## src/rtl/button_conditioner_pkg.sv

```systemverilog
// Shared constants and types for the pushbutton conditioner.
// Button indices follow the {s,r,l,d,u} bit order of btn_level.
package button_conditioner_pkg;

    localparam int NUM_BTNS = 5;

    localparam int BTN_U = 0;
    localparam int BTN_D = 1;
    localparam int BTN_L = 2;
    localparam int BTN_R = 3;
    localparam int BTN_S = 4;

    typedef enum logic [1:0] {
        R_IDLE,
        R_DELAY,
        R_REPEAT
    } rpt_state_t;

endpackage

```

## src/rtl/button_conditioner_channel.sv

```systemverilog
// One button: 2-FF synchronizer, debounce filter, press-edge pulse
// and optional auto-repeat. Ports: clk, rst, btn (raw), pulse, level.
module button_channel
    import button_conditioner_pkg::*;
#(
    parameter int DEBOUNCE_CYCLES     = 1_000_000,
    parameter int REPEAT_DELAY_CYCLES = 50_000_000,
    parameter int REPEAT_RATE_CYCLES  = 10_000_000,
    parameter bit RPT_EN              = 1'b1
) (
    input  logic clk,
    input  logic rst,
    input  logic btn,
    output logic pulse,
    output logic level
);

    localparam int DBW = (DEBOUNCE_CYCLES > 1) ?
                         $clog2(DEBOUNCE_CYCLES) : 1;
    localparam int DLW = (REPEAT_DELAY_CYCLES > 1) ?
                         $clog2(REPEAT_DELAY_CYCLES) : 1;
    localparam int RTW = (REPEAT_RATE_CYCLES > 1) ?
                         $clog2(REPEAT_RATE_CYCLES) : 1;
    localparam int RW  = (DLW > RTW) ? DLW : RTW;

    localparam logic [DBW-1:0] DB_LAST  = DBW'(DEBOUNCE_CYCLES - 1);
    localparam logic [RW-1:0]  DLY_LAST = RW'(REPEAT_DELAY_CYCLES - 1);
    localparam logic [RW-1:0]  RATE_LAST = RW'(REPEAT_RATE_CYCLES - 1);

    logic           sync1;
    logic           sync2;
    logic [DBW-1:0] db_cnt;
    logic [RW-1:0]  rc;
    rpt_state_t     state;

    logic accept;
    logic rise;
    logic lvl_next;

    // The press pulse is registered on the same edge that the new
    // stable level is accepted, so btn_level and pulse move together.
    always_comb begin
        accept   = (sync2 != level) && (db_cnt == DB_LAST);
        rise     = accept && sync2;
        lvl_next = accept ? sync2 : level;
    end

    always_ff @(posedge clk) begin
        if (rst) begin
            sync1  <= 1'b0;
            sync2  <= 1'b0;
            level  <= 1'b0;
            db_cnt <= '0;
            rc     <= '0;
            state  <= R_IDLE;
            pulse  <= 1'b0;
        end else begin
            sync1 <= btn;
            sync2 <= sync1;

            if (sync2 == level) begin
                db_cnt <= '0;
            end else if (db_cnt == DB_LAST) begin
                level  <= sync2;
                db_cnt <= '0;
            end else begin
                db_cnt <= db_cnt + DBW'(1);
            end

            pulse <= 1'b0;

            // Release (level about to read 0) wins over repeat expiry.
            case (state)
                R_IDLE: begin
                    if (rise) begin
                        pulse <= 1'b1;
                        rc    <= '0;
                        state <= RPT_EN ? R_DELAY : R_IDLE;
                    end
                end
                R_DELAY: begin
                    if (!lvl_next) begin
                        rc    <= '0;
                        state <= R_IDLE;
                    end else if (rc == DLY_LAST) begin
                        pulse <= 1'b1;
                        rc    <= '0;
                        state <= R_REPEAT;
                    end else begin
                        rc <= rc + RW'(1);
                    end
                end
                R_REPEAT: begin
                    if (!lvl_next) begin
                        rc    <= '0;
                        state <= R_IDLE;
                    end else if (rc == RATE_LAST) begin
                        pulse <= 1'b1;
                        rc    <= '0;
                    end else begin
                        rc <= rc + RW'(1);
                    end
                end
                default: begin
                    rc    <= '0;
                    state <= R_IDLE;
                end
            endcase
        end
    end

endmodule

```

## src/rtl/button_conditioner.sv

```systemverilog
// Five-button conditioner: raw pushbuttons in, one-cycle commands out.
// Ports: clk, rst, btn_{u,d,l,r,s}, pulse_{u,d,l,r,s}, btn_level.
module button_conditioner
    import button_conditioner_pkg::*;
#(
    parameter int             DEBOUNCE_CYCLES     = 1_000_000,
    parameter int             REPEAT_DELAY_CYCLES = 50_000_000,
    parameter int             REPEAT_RATE_CYCLES  = 10_000_000,
    parameter logic [NUM_BTNS-1:0] REPEAT_EN      = 5'b01111
) (
    input  logic                clk,
    input  logic                rst,
    input  logic                btn_u,
    input  logic                btn_d,
    input  logic                btn_l,
    input  logic                btn_r,
    input  logic                btn_s,
    output logic                pulse_u,
    output logic                pulse_d,
    output logic                pulse_l,
    output logic                pulse_r,
    output logic                pulse_s,
    output logic [NUM_BTNS-1:0] btn_level
);

    logic [NUM_BTNS-1:0] raw;
    logic [NUM_BTNS-1:0] pulses;

    assign raw = {btn_s, btn_r, btn_l, btn_d, btn_u};

    for (genvar i = 0; i < NUM_BTNS; i++) begin : g_ch
        button_channel #(
            .DEBOUNCE_CYCLES     (DEBOUNCE_CYCLES),
            .REPEAT_DELAY_CYCLES (REPEAT_DELAY_CYCLES),
            .REPEAT_RATE_CYCLES  (REPEAT_RATE_CYCLES),
            .RPT_EN              (REPEAT_EN[i])
        ) u_ch (
            .clk   (clk),
            .rst   (rst),
            .btn   (raw[i]),
            .pulse (pulses[i]),
            .level (btn_level[i])
        );
    end

    assign pulse_u = pulses[BTN_U];
    assign pulse_d = pulses[BTN_D];
    assign pulse_l = pulses[BTN_L];
    assign pulse_r = pulses[BTN_R];
    assign pulse_s = pulses[BTN_S];

endmodule

```

## config.mk

```make
export PLATFORM = sky130hd
export DESIGN_NAME = button_conditioner
export DESIGN_NICKNAME = d
export VERILOG_FILES = /design/src/rtl/button_conditioner_pkg.sv /design/src/rtl/button_conditioner_channel.sv /design/src/rtl/button_conditioner.sv
export SDC_FILE = /design/constraint.sdc
export NUM_CORES = 1
export LEC_CHECK = 0
export ABC_AREA = 1
export BUFFER_PORTS_ARGS = -buffer_cell sky130_fd_sc_hd__buf_2
export CORE_MARGIN = 3
export CORE_UTILIZATION = 64
export CTS_BUF_LIST = sky130_fd_sc_hd__clkbuf_4 sky130_fd_sc_hd__clkbuf_8 sky130_fd_sc_hd__clkbuf_16
export DETAILED_ROUTE_END_ITERATION = 6
export PLACE_DENSITY = 0.87
export SLEW_MARGIN = 20
export SYNTH_ARGS = -nofsm -noshare
export SYNTH_HDL_FRONTEND = slang
export SYNTH_SLANG_ARGS = --single-unit
```

## constraint.sdc

```tcl
create_clock -name clk -period 2.4 [get_ports clk]
set_input_delay 0.12 -clock clk [delete_from_list [all_inputs] [get_ports clk]]
set_output_delay 0.12 -clock clk [all_outputs]
set_load 0.02 [all_outputs]
```

# ---- After elaboration in Yosys (flattened, before gate mapping)
# Cells that the tools add are included.
dict set report word_totals {
  register_bits 260
  in_bits 7
  output_inout_bits 10
  elab_cells 220
}
dict set report op_classes {
  n_addsub 10
  n_eq_ne 50
  mux 90
  bitwise 5
  reduce_logical 30
}
# operator count
set ops {}
lappend ops {{2-to-1 mux 26 bit} 25}
lappend ops {{one-hot mux 26 bit (3 select lines)} 5}
lappend ops {{adder 26 x 1 -> 26 bit (second input constant)} 5}
lappend ops {{== test 26 x 24 -> 1 bit (second input constant)} 5}
lappend ops {{== test 26 bit (second input constant)} 5}
lappend ops {{adder 20 x 1 -> 20 bit (second input constant)} 5}
lappend ops {{== test 20 bit (second input constant)} 5}
lappend ops {{2-to-1 mux 2 bit} 20}
lappend ops {{2-to-1 mux 1 bit} 30}
lappend ops {{one-hot mux 2 bit (3 select lines)} 5}
lappend ops {{!= test 3 bit (second input constant)} 5}
lappend ops {{one-hot mux 1 bit (3 select lines)} 5}
lappend ops {{AND reduction 3 bit} 5}
lappend ops {{OR reduction 3 bit} 5}
lappend ops {{== test 2 x 1 -> 1 bit (second input constant)} 5}
lappend ops {{== test 2 bit (second input constant)} 5}
lappend ops {{logical AND 1 bit} 10}
lappend ops {{logical NOT 2 bit} 5}
lappend ops {{!= test 2 x 1 -> 1 bit (second input constant)} 5}
lappend ops {{!= test 2 bit (second input constant)} 5}
lappend ops {{AND reduction 2 bit} 5}
lappend ops {{== test 1 bit} 5}
lappend ops {{!= test 1 bit} 5}
lappend ops {{NOT 1 bit} 5}

# ---- Longest topological paths before layout
# Gate-level depths: netlist (run 1).
dict set report depth {
  word_depth 5
  ltp_mapped 14
  depth_no_buf 13
}

# ---- Cells and area by module
# A second synthesis (run 1) with hierarchy kept.
dict set report unflattened {
  cells_unflattened 2290
  area_unflattened_um2 14388.8
}
# module instances cells_per_inst area_per_inst_um2 seq_area_each_um2
set modules_own_cells {}
lappend modules_own_cells {{button_channel (g_ch[0].u_ch ...)} 4 528 3288.2 1041.0}
lappend modules_own_cells {{button_channel (g_ch[4].u_ch)} 1 178 1236.2 480.5}

# ---- Worst setup path after synthesis (run 1)
# Ideal clock, no wire load.
dict set report synth_timing {
  path_kind {reg2reg}
  from {register g_ch[3].u_ch.db_cnt[0]}
  to {register g_ch[3].u_ch.rc[11]}
  setup_ns 0.132
  arrival_time_ns 1.536
  t_required_ns 2.268
  slack_ns 0.732
  stages_incl_launch_ff 12
  path_buffers 1
  period_less_slack_ns 1.668
  cell_sequence {dfxtp_1 -> ha_1 -> nand3_2 -> nor3_4 -> nand3_1 -> nand2_1 -> nand2_2 -> nand3_1 -> nand2_4 -> buf_6 -> nand2_1 -> a21oi_1}
}
dict set report synth_between {
  elab_chain_cells 5
  elab_cells_between_ends 8
  classes_between {2 x eq/ne; 4 x mux; 2 x reduce/logical}
}
# item line_no
set synth_lines {}
lappend synth_lines {{start, declared} button_conditioner_channel.sv:32} ;# logic [DBW-1:0] db_cnt;
lappend synth_lines {{start signal, assigned} button_conditioner_channel.sv:67} ;# db_cnt <= db_cnt + DBW'(1);
lappend synth_lines {{== test 20 bit (*)} button_conditioner_channel.sv:43} ;# accept = (sync2 != level) && (db_cnt == DB_LAST);
lappend synth_lines {{logical AND 1 bit (*)} button_conditioner_channel.sv:43}
lappend synth_lines {{2-to-1 mux 1 bit} button_conditioner_channel.sv:45} ;# lvl_next = accept ? sync2 : level;
lappend synth_lines {{2-to-1 mux 26 bit, on equally long branches} {button_conditioner_channel.sv:94, button_conditioner_channel.sv:82}}
lappend synth_lines {{one-hot mux 26 bit (3 select lines)} button_conditioner_channel.sv:73} ;# case (state)
lappend synth_lines {{end signal, assigned} button_conditioner_channel.sv:90} ;# rc <= rc + RW'(1);
lappend synth_lines {{end signal, assigned} button_conditioner_channel.sv:101} ;# rc <= rc + RW'(1);
lappend synth_lines {{end, declared} button_conditioner_channel.sv:33} ;# logic [RW-1:0] rc;
# Every way passes the cells marked *; elsewhere a longest branch is shown, timed or not.
# A chain may end at the register's enable or synchronous reset.

# ---- Worst setup path after layout (run 1)
dict set report layout_timing {
  from {register g_ch[2].u_ch.rc[0]}
  to {register g_ch[2].u_ch.rc[6]}
}
dict set report layout_between {
  elab_chain_cells 4
  elab_cells_between_ends 8
  classes_between {1 x add/sub; 2 x eq/ne; 5 x mux}
}
# item line_no
set layout_lines {}
lappend layout_lines {{start, declared} button_conditioner_channel.sv:33}
lappend layout_lines {{start signal, assigned} button_conditioner_channel.sv:90}
lappend layout_lines {{start signal, assigned} button_conditioner_channel.sv:101}
lappend layout_lines {{adder 26 x 1 -> 26 bit (tied with other cells)} {button_conditioner_channel.sv:90, button_conditioner_channel.sv:101}}
lappend layout_lines {{2-to-1 mux 26 bit, on equally long branches} {button_conditioner_channel.sv:97, button_conditioner_channel.sv:85}}
lappend layout_lines {{2-to-1 mux 26 bit, on equally long branches} {button_conditioner_channel.sv:94, button_conditioner_channel.sv:82}}
lappend layout_lines {{one-hot mux 26 bit (3 select lines) (*)} button_conditioner_channel.sv:73}
# Marked as above.

==> metrics.txt, run 1 <==
status=complete, no violations; fin worst setup slack=0.282 ns; Num Clock Sinks=232; startpoint types=flip-flop; final hold vios=0; initial DRC count=1133; Fin Hold WS=0.0552 ns; fraction of layout cells with a size suffix above 1=0.0625; Boundary Pins=17; drt total wl=31.7 mm; Post-Syn Nets=2229; Placement Rows=53; largest family of logic cells by synthesized area=simple AND/OR/NAND/NOR gates; cell area after layout=15100 um^2; mux share of post-synthesis cell area=0; critical path peak fanout=26; Setup Buffers After CTS=0; GR Overflow Total=0; setup tns final=0 ns; drt wl/cell=12.8 um; Max VDD drop=0.537 mV; GPL Wtd Cong=0.958; critical-path cell list=ha_1, inv_1, nor2_2, inv_1, nor2_2, nand2_1, nor2_1, nor2_1, nand2_2, nand2_2, nand2_1, a21oi_1; most frequent cells in the layout=nand2_1, nor2_1, inv_1; worst path bufs/invs=2; DIE AREA=23600 um^2; # nets final=2226; Final ANT Viol Nets=0; Post-route DRC=0; chip width=154 um; Final Max Slew Viols=0; CP max stage cell=dfxtp_1; Adder-Cell Fraction of Synth Area=0.0260; Post-Synth Simple-Gate Area=0.411; Post-synth EDFFs=0; RR Endpoint=g_ch[2].u_ch.rc[6]$_SDFFE_PP0P_; total number of vias=13500; hold path cells=4; post-detail-place hpwl=22.0 mm; CP delay by family, top=simple AND/OR/NAND/NOR gates; distinct cell type count of the synthesized netlist=40; Yosys top cell area share=0.333; Clock Skew=0.0293 ns; initial core utilization=0.657; GRT Overall Usage=0.263; setup violators final=0; die span in y=154 um; DP Area=14100 um^2; Hold Path Class=primary input to flip-flop; vias in the first global route=12900; area of the mapped netlist=13900 um^2; xor and xnor area share after synthesis=0.0628; post-layout min period=2.12 ns; core area=21200 um^2; Pleak=5.16 nW; area fraction in compound gates after synthesis=0.0733; fin crit share=0.883; Arrival @ worst endpoint=2.48 ns; Main synth FF type=dfxtp_1; clock transition at the registers of the reported paths=0.07 ns; clk_lat worst skew=0.54 ns; antenna violations before repair=0; Hold Startpoint=rst; Clock Path Buffers=3; diode count=0; #FFs+latches synth=232; Critical Path RT=2.76 ns; sequential share of the synthesized area=0.333; PortBufs=16; Worst setup EP type=flip-flop; Synth Instances=2193; Detailed Routing Iterations Pass 1=6; CP max stage delay=0.40 ns; CTS tree=built; H-tree depth=1; pre-CTS setup slack=0.348 ns; Area contributors post-synth=dfxtp_1, nand2_1, nor2_1; reg2reg start=g_ch[2].u_ch.rc[0]$_SDFFE_PP0P_; FMAX=472 MHz; RSZ-0062 raised after global routing=false; MaxCap Viol Count=0; Synth Area per Inst=6.36 um^2; Cell Pwr Density=559 nW/um^2; hold endpoint=g_ch[1].u_ch.state[0]$_SDFFE_PP0P_; post-synth top area cell=dfxtp_1; Rel. slew slack=0.432; CTS root buf=clkbuf_16; CP Class=flip-flop to flip-flop; CTS buffer count=25; largest net degree at the start of global routing=79; post-synthesis async set-or-reset flop share=0; first-pass GRT wire length=55.5 mm; Yosys warning count=0; cells on worst reg2reg path=12; DR vias/cell=5.42; Area Growth Syn to Fin=8.04%; Slew @ Worst Pin=0.852 ns; most common cell after layout, fill and taps aside=nand2_1; setup slack, reg-to-reg=0.28 ns
kinds of logic after synthesis:
family	count (synthesis)
and+or+nand+nor	1332
xor gates and xnor gates	100
buffers and inverters	305
DFF	232
AOI/OAI and AO/OA	195
adders and majority gates	29
flip-flops by register name (all words and copies together) (netlist names):
name,count
g_ch.u_ch.level,5
g_ch.u_ch.sync2,5
g_ch.u_ch.db_cnt,100
g_ch.u_ch.state,8
g_ch.u_ch.rc,104
g_ch.u_ch.pulse,5
g_ch.u_ch.sync1,5
cell type report:
cell class,instances,area (um^2)
flip-flops and latches,232,4640
well taps,275,344
repair buffers,31,208
fillers,1771,6160
clock inverters,19,310
multi-input cells,1656,7990
inverters,244,916
clock buffers,27,647
cells in the mapped netlist (24+ instances only):
cell type and instances:
nand2_1 549, nor2_1 444, inv_1 239, dfxtp_1 232, a21oi_1 147, nand3_1 134
xor2_1 72, nor3_1 70, nand4_1 49, ha_1 29, xnor2_1 28, o21ai_0 27
clkbuf_1 24
power by group:
group	total (W)	leakage (nW)	internal (W)	switching [W]
Combinational	0.000101	2.81	0.0000291	0.0000721
Sequential	0.00387	1.87	0.00386	0.00000568
Clock	0.00446	0.478	0.00282	0.00163
Total	0.00842	5.16	0.00671	0.00171
worst max path at each step:
stage | startpoint | to | slack [ns] | depth (start not counted)
floorplan | g_ch[3].u_ch.db_cnt[0]$_SDFF_PP0_ | g_ch[3].u_ch.rc[11]$_SDFFE_PP0P_ | 0.73 | 11
global placement | g_ch[2].u_ch.rc[0]$_SDFFE_PP0P_ | g_ch[2].u_ch.rc[23]$_SDFFE_PP0P_ | 0.43 | 12
detailed placement | g_ch[2].u_ch.rc[0]$_SDFFE_PP0P_ | g_ch[2].u_ch.rc[5]$_SDFFE_PP0P_ | 0.35 | 12
CTS | g_ch[2].u_ch.rc[0]$_SDFFE_PP0P_ | g_ch[2].u_ch.rc[6]$_SDFFE_PP0P_ | 0.32 | 12
global route | g_ch[2].u_ch.rc[0]$_SDFFE_PP0P_ | g_ch[2].u_ch.rc[3]$_SDFFE_PP0P_ | 0.08 | 12
finish | g_ch[2].u_ch.rc[0]$_SDFFE_PP0P_ | g_ch[2].u_ch.rc[6]$_SDFFE_PP0P_ | 0.28 | 12
worst register-to-register path, stage by stage, from the launching register on:
cell	delay, ns
dfxtp_1	0.40
ha_1	0.21
inv_1	0.06
nor2_2	0.14
inv_1	0.08
nor2_2	0.17
nand2_1	0.07
nor2_1	0.14
nor2_1	0.07
nand2_2	0.08
nand2_2	0.31
nand2_1	0.18
a21oi_1	0.07
metal layers:
layer | part of all wire | global-route usage | vias up
met3 | 0.047 | 0.0321 | 79
met2 | 0.48 | 0.465 | 347
met1 | 0.45 | 0.335 | 6116
met4 | 0.024 | 0.0849 | 0
met5 | 0 | 0 | -
li1 | - | - | 6922
stage by stage:
stage	utilization	std cells	total power, W
2_1_floorplan	-	2193	0.00401
3_3_place_gp	0.662	2433	0.00404
3_5_place_dp	0.662	2433	0.00405
4_1_cts	0.710	2484	0.00848
5_1_grt	0.710	2484	0.00864
6_report	0.710	2484	0.00842
what timing repair did:
| item | 4_1_cts | 5_1_grt |
|---|---|---|
| hold endpoints to repair | 5 | 0 |
| hold buffers | 5 | 0 |
| gates resized for setup | 0 | 0 |
Note: power is estimated with default switching activity, not from simulation.
==> inputs of run 2 (changes only) <==
--- a/config.mk
+++ b/config.mk
@@ -8,10 +8,11 @@
 export ABC_AREA = 1
 export BUFFER_PORTS_ARGS = -buffer_cell sky130_fd_sc_hd__buf_2
 export CORE_MARGIN = 3
-export CORE_UTILIZATION = 64
+export CORE_UTILIZATION = 65
 export CTS_BUF_LIST = sky130_fd_sc_hd__clkbuf_4 sky130_fd_sc_hd__clkbuf_8 sky130_fd_sc_hd__clkbuf_16
 export DETAILED_ROUTE_END_ITERATION = 6
-export PLACE_DENSITY = 0.87
+export MAX_ROUTING_LAYER = met4
+export PLACE_DENSITY = 0.88
 export SLEW_MARGIN = 20
 export SYNTH_ARGS = -nofsm -noshare
 export SYNTH_HDL_FRONTEND = slang
==> constraint.sdc (replaced) <==
create_clock -name clk -period 2.61 [get_ports clk]
set_input_delay 0.1305 -clock clk [delete_from_list [all_inputs] [get_ports clk]]
set_output_delay 0.1305 -clock clk [all_outputs]
set_load 0.02 [all_outputs]
==> metrics.txt, run 2 (synthesis results as in run 1) <==
CTS tree=built; Detailed Routing Iterations Pass 1=7; FMAX=473 MHz; Rel. slew slack=0.460; antenna violations before repair=0; Cell Pwr Density=500 nW/um^2; die span in y=152 um; max reg flops=104; critical path peak fanout=26; Top reg by flops=g_ch.u_ch.rc; DR vias/cell=5.45; Boundary Pins=17; initial core utilization=0.676; GRT Overall Usage=0.266; H-tree depth=1; most frequent cells in the layout=nand2_1, nor2_1, inv_1; Num Clock Sinks=232; setup tns final=0 ns; first-pass GRT wire length=54.0 mm; chip width=152 um; largest net degree at the start of global routing=43; PortBufs=16; fin crit share=0.810; clk_lat worst skew=0.53 ns; CTS root buf=clkbuf_16; Pleak=5.13 nW; Post-route DRC=0; post-cts sizing count=0; CP max stage delay=0.38 ns; hold_buf cts=6; RSZ-0062 raised after global routing=false; post-layout min period=2.11 ns; CP max stage cell=dfxtp_1; initial DRC count=1002; Max VDD drop=0.567 mV; vias in the first global route=12500; Slew @ Worst Pin=0.809 ns; Critical Path RT=3.00 ns; Final Max Slew Viols=0; DIE AREA=23200 um^2; Final ANT Viol Nets=0; Setup Buffers After CTS=0; diode count=0; clock transition at the registers of the reported paths=0.06 ns; Hold Path Class=primary input to flip-flop; Clock Path Buffers=3; Placement Rows=52; critical-path cell list=ha_1, inv_1, nor2_2, inv_1, nor2_2, nand2_1, nor2_1, nor2_1, nand2_2, nand2_2, nand2_1, a21oi_1; Area Growth Syn to Fin=7.66%; Arrival @ worst endpoint=2.50 ns; setup violators final=0; core area=20600 um^2; # nets final=2226; final hold vios=0; GPL Wtd Cong=0.964; fraction of layout cells with a size suffix above 1=0.0612; Top Registers=g_ch.u_ch.rc: 104 flops, g_ch.u_ch.db_cnt: 100 flops, g_ch.u_ch.state: 8 flops; MaxCap Viol Count=0; post-detail-place hpwl=21.6 mm; Fin Hold WS=0.343 ns; startpoint types=flip-flop; total number of vias=13500; Clock Skew=0.0175 ns; most common cell after layout, fill and taps aside=nand2_1; Worst setup EP type=flip-flop; CP Class=flip-flop to flip-flop; status=complete, no violations; CTS buffer count=25; drt wl/cell=12.5 um; setup slack, reg-to-reg=0.50 ns; drt total wl=31.0 mm; GR Overflow Total=0
## run 2: per-layer routing
layer	vias up	GRT usage	wire, um
li1	6922	-	-
met1	6146	0.336	14100
met2	371	0.448	14700
met3	56	0.0364	1620
met4	0	0.0802	631
met5	-	-	0
## run 2: worst paths after layout
check / startpoint / end / cells after the start
setup / recovery: g_ch[2].u_ch.rc[0]$_SDFFE_PP0P_ / g_ch[2].u_ch.rc[2]$_SDFFE_PP0P_ / 12
hold / removal: btn_r / g_ch[3].u_ch.sync1$_SDFF_PP0_ / 4
setup reg to reg: g_ch[2].u_ch.rc[0]$_SDFFE_PP0P_ / g_ch[2].u_ch.rc[2]$_SDFFE_PP0P_ / 12
hold reg to reg: g_ch[0].u_ch.sync1$_SDFF_PP0_ / g_ch[0].u_ch.sync2$_SDFF_PP0_ / 2
## run 2: area by class of cell
cell class / count / area [um^2]
sequential: 232 / 4640
clock buffer: 37 / 766
inverter: 244 / 916
clock inverter: 7 / 141
multi-input combinational: 1656 / 7990
timing repair buffer: 31 / 210
tap: 270 / 338
fill: 1703 / 5620
## run 2: metrics by stage
step	cells	area, um^2	setup slack (ns)	total power, W	util
3_5_place_dp	2427	14000	0.533	0.00372	0.681
3_3_place_gp	2427	14000	0.623	0.00372	0.681
4_1_cts	2477	15000	0.492	0.00758	0.728
6_report	2477	15000	0.496	0.00751	0.728
5_1_grt	2477	15000	0.281	0.00772	0.728
2_1_floorplan	2193	13900	0.942	0.00369	-
## run 2: where the power goes
group | switching (W) | leakage (nW) | internal [W]
clock | 0.00144 | 0.449 | 0.00242
combinational | 0.0000662 | 2.81 | 0.0000276
sequential | 0.00000542 | 1.87 | 0.00355
total | 0.00151 | 5.13 | 0.00599
## run 2: worst max-delay path: cells and delay by family, from the launching register on
kind / cells / cell delay (ns)
simple gates: 8 / 1.14
flops: 1 / 0.38
fa+ha+maj: 1 / 0.20
buf+inv: 2 / 0.14
compound gates: 1 / 0.09
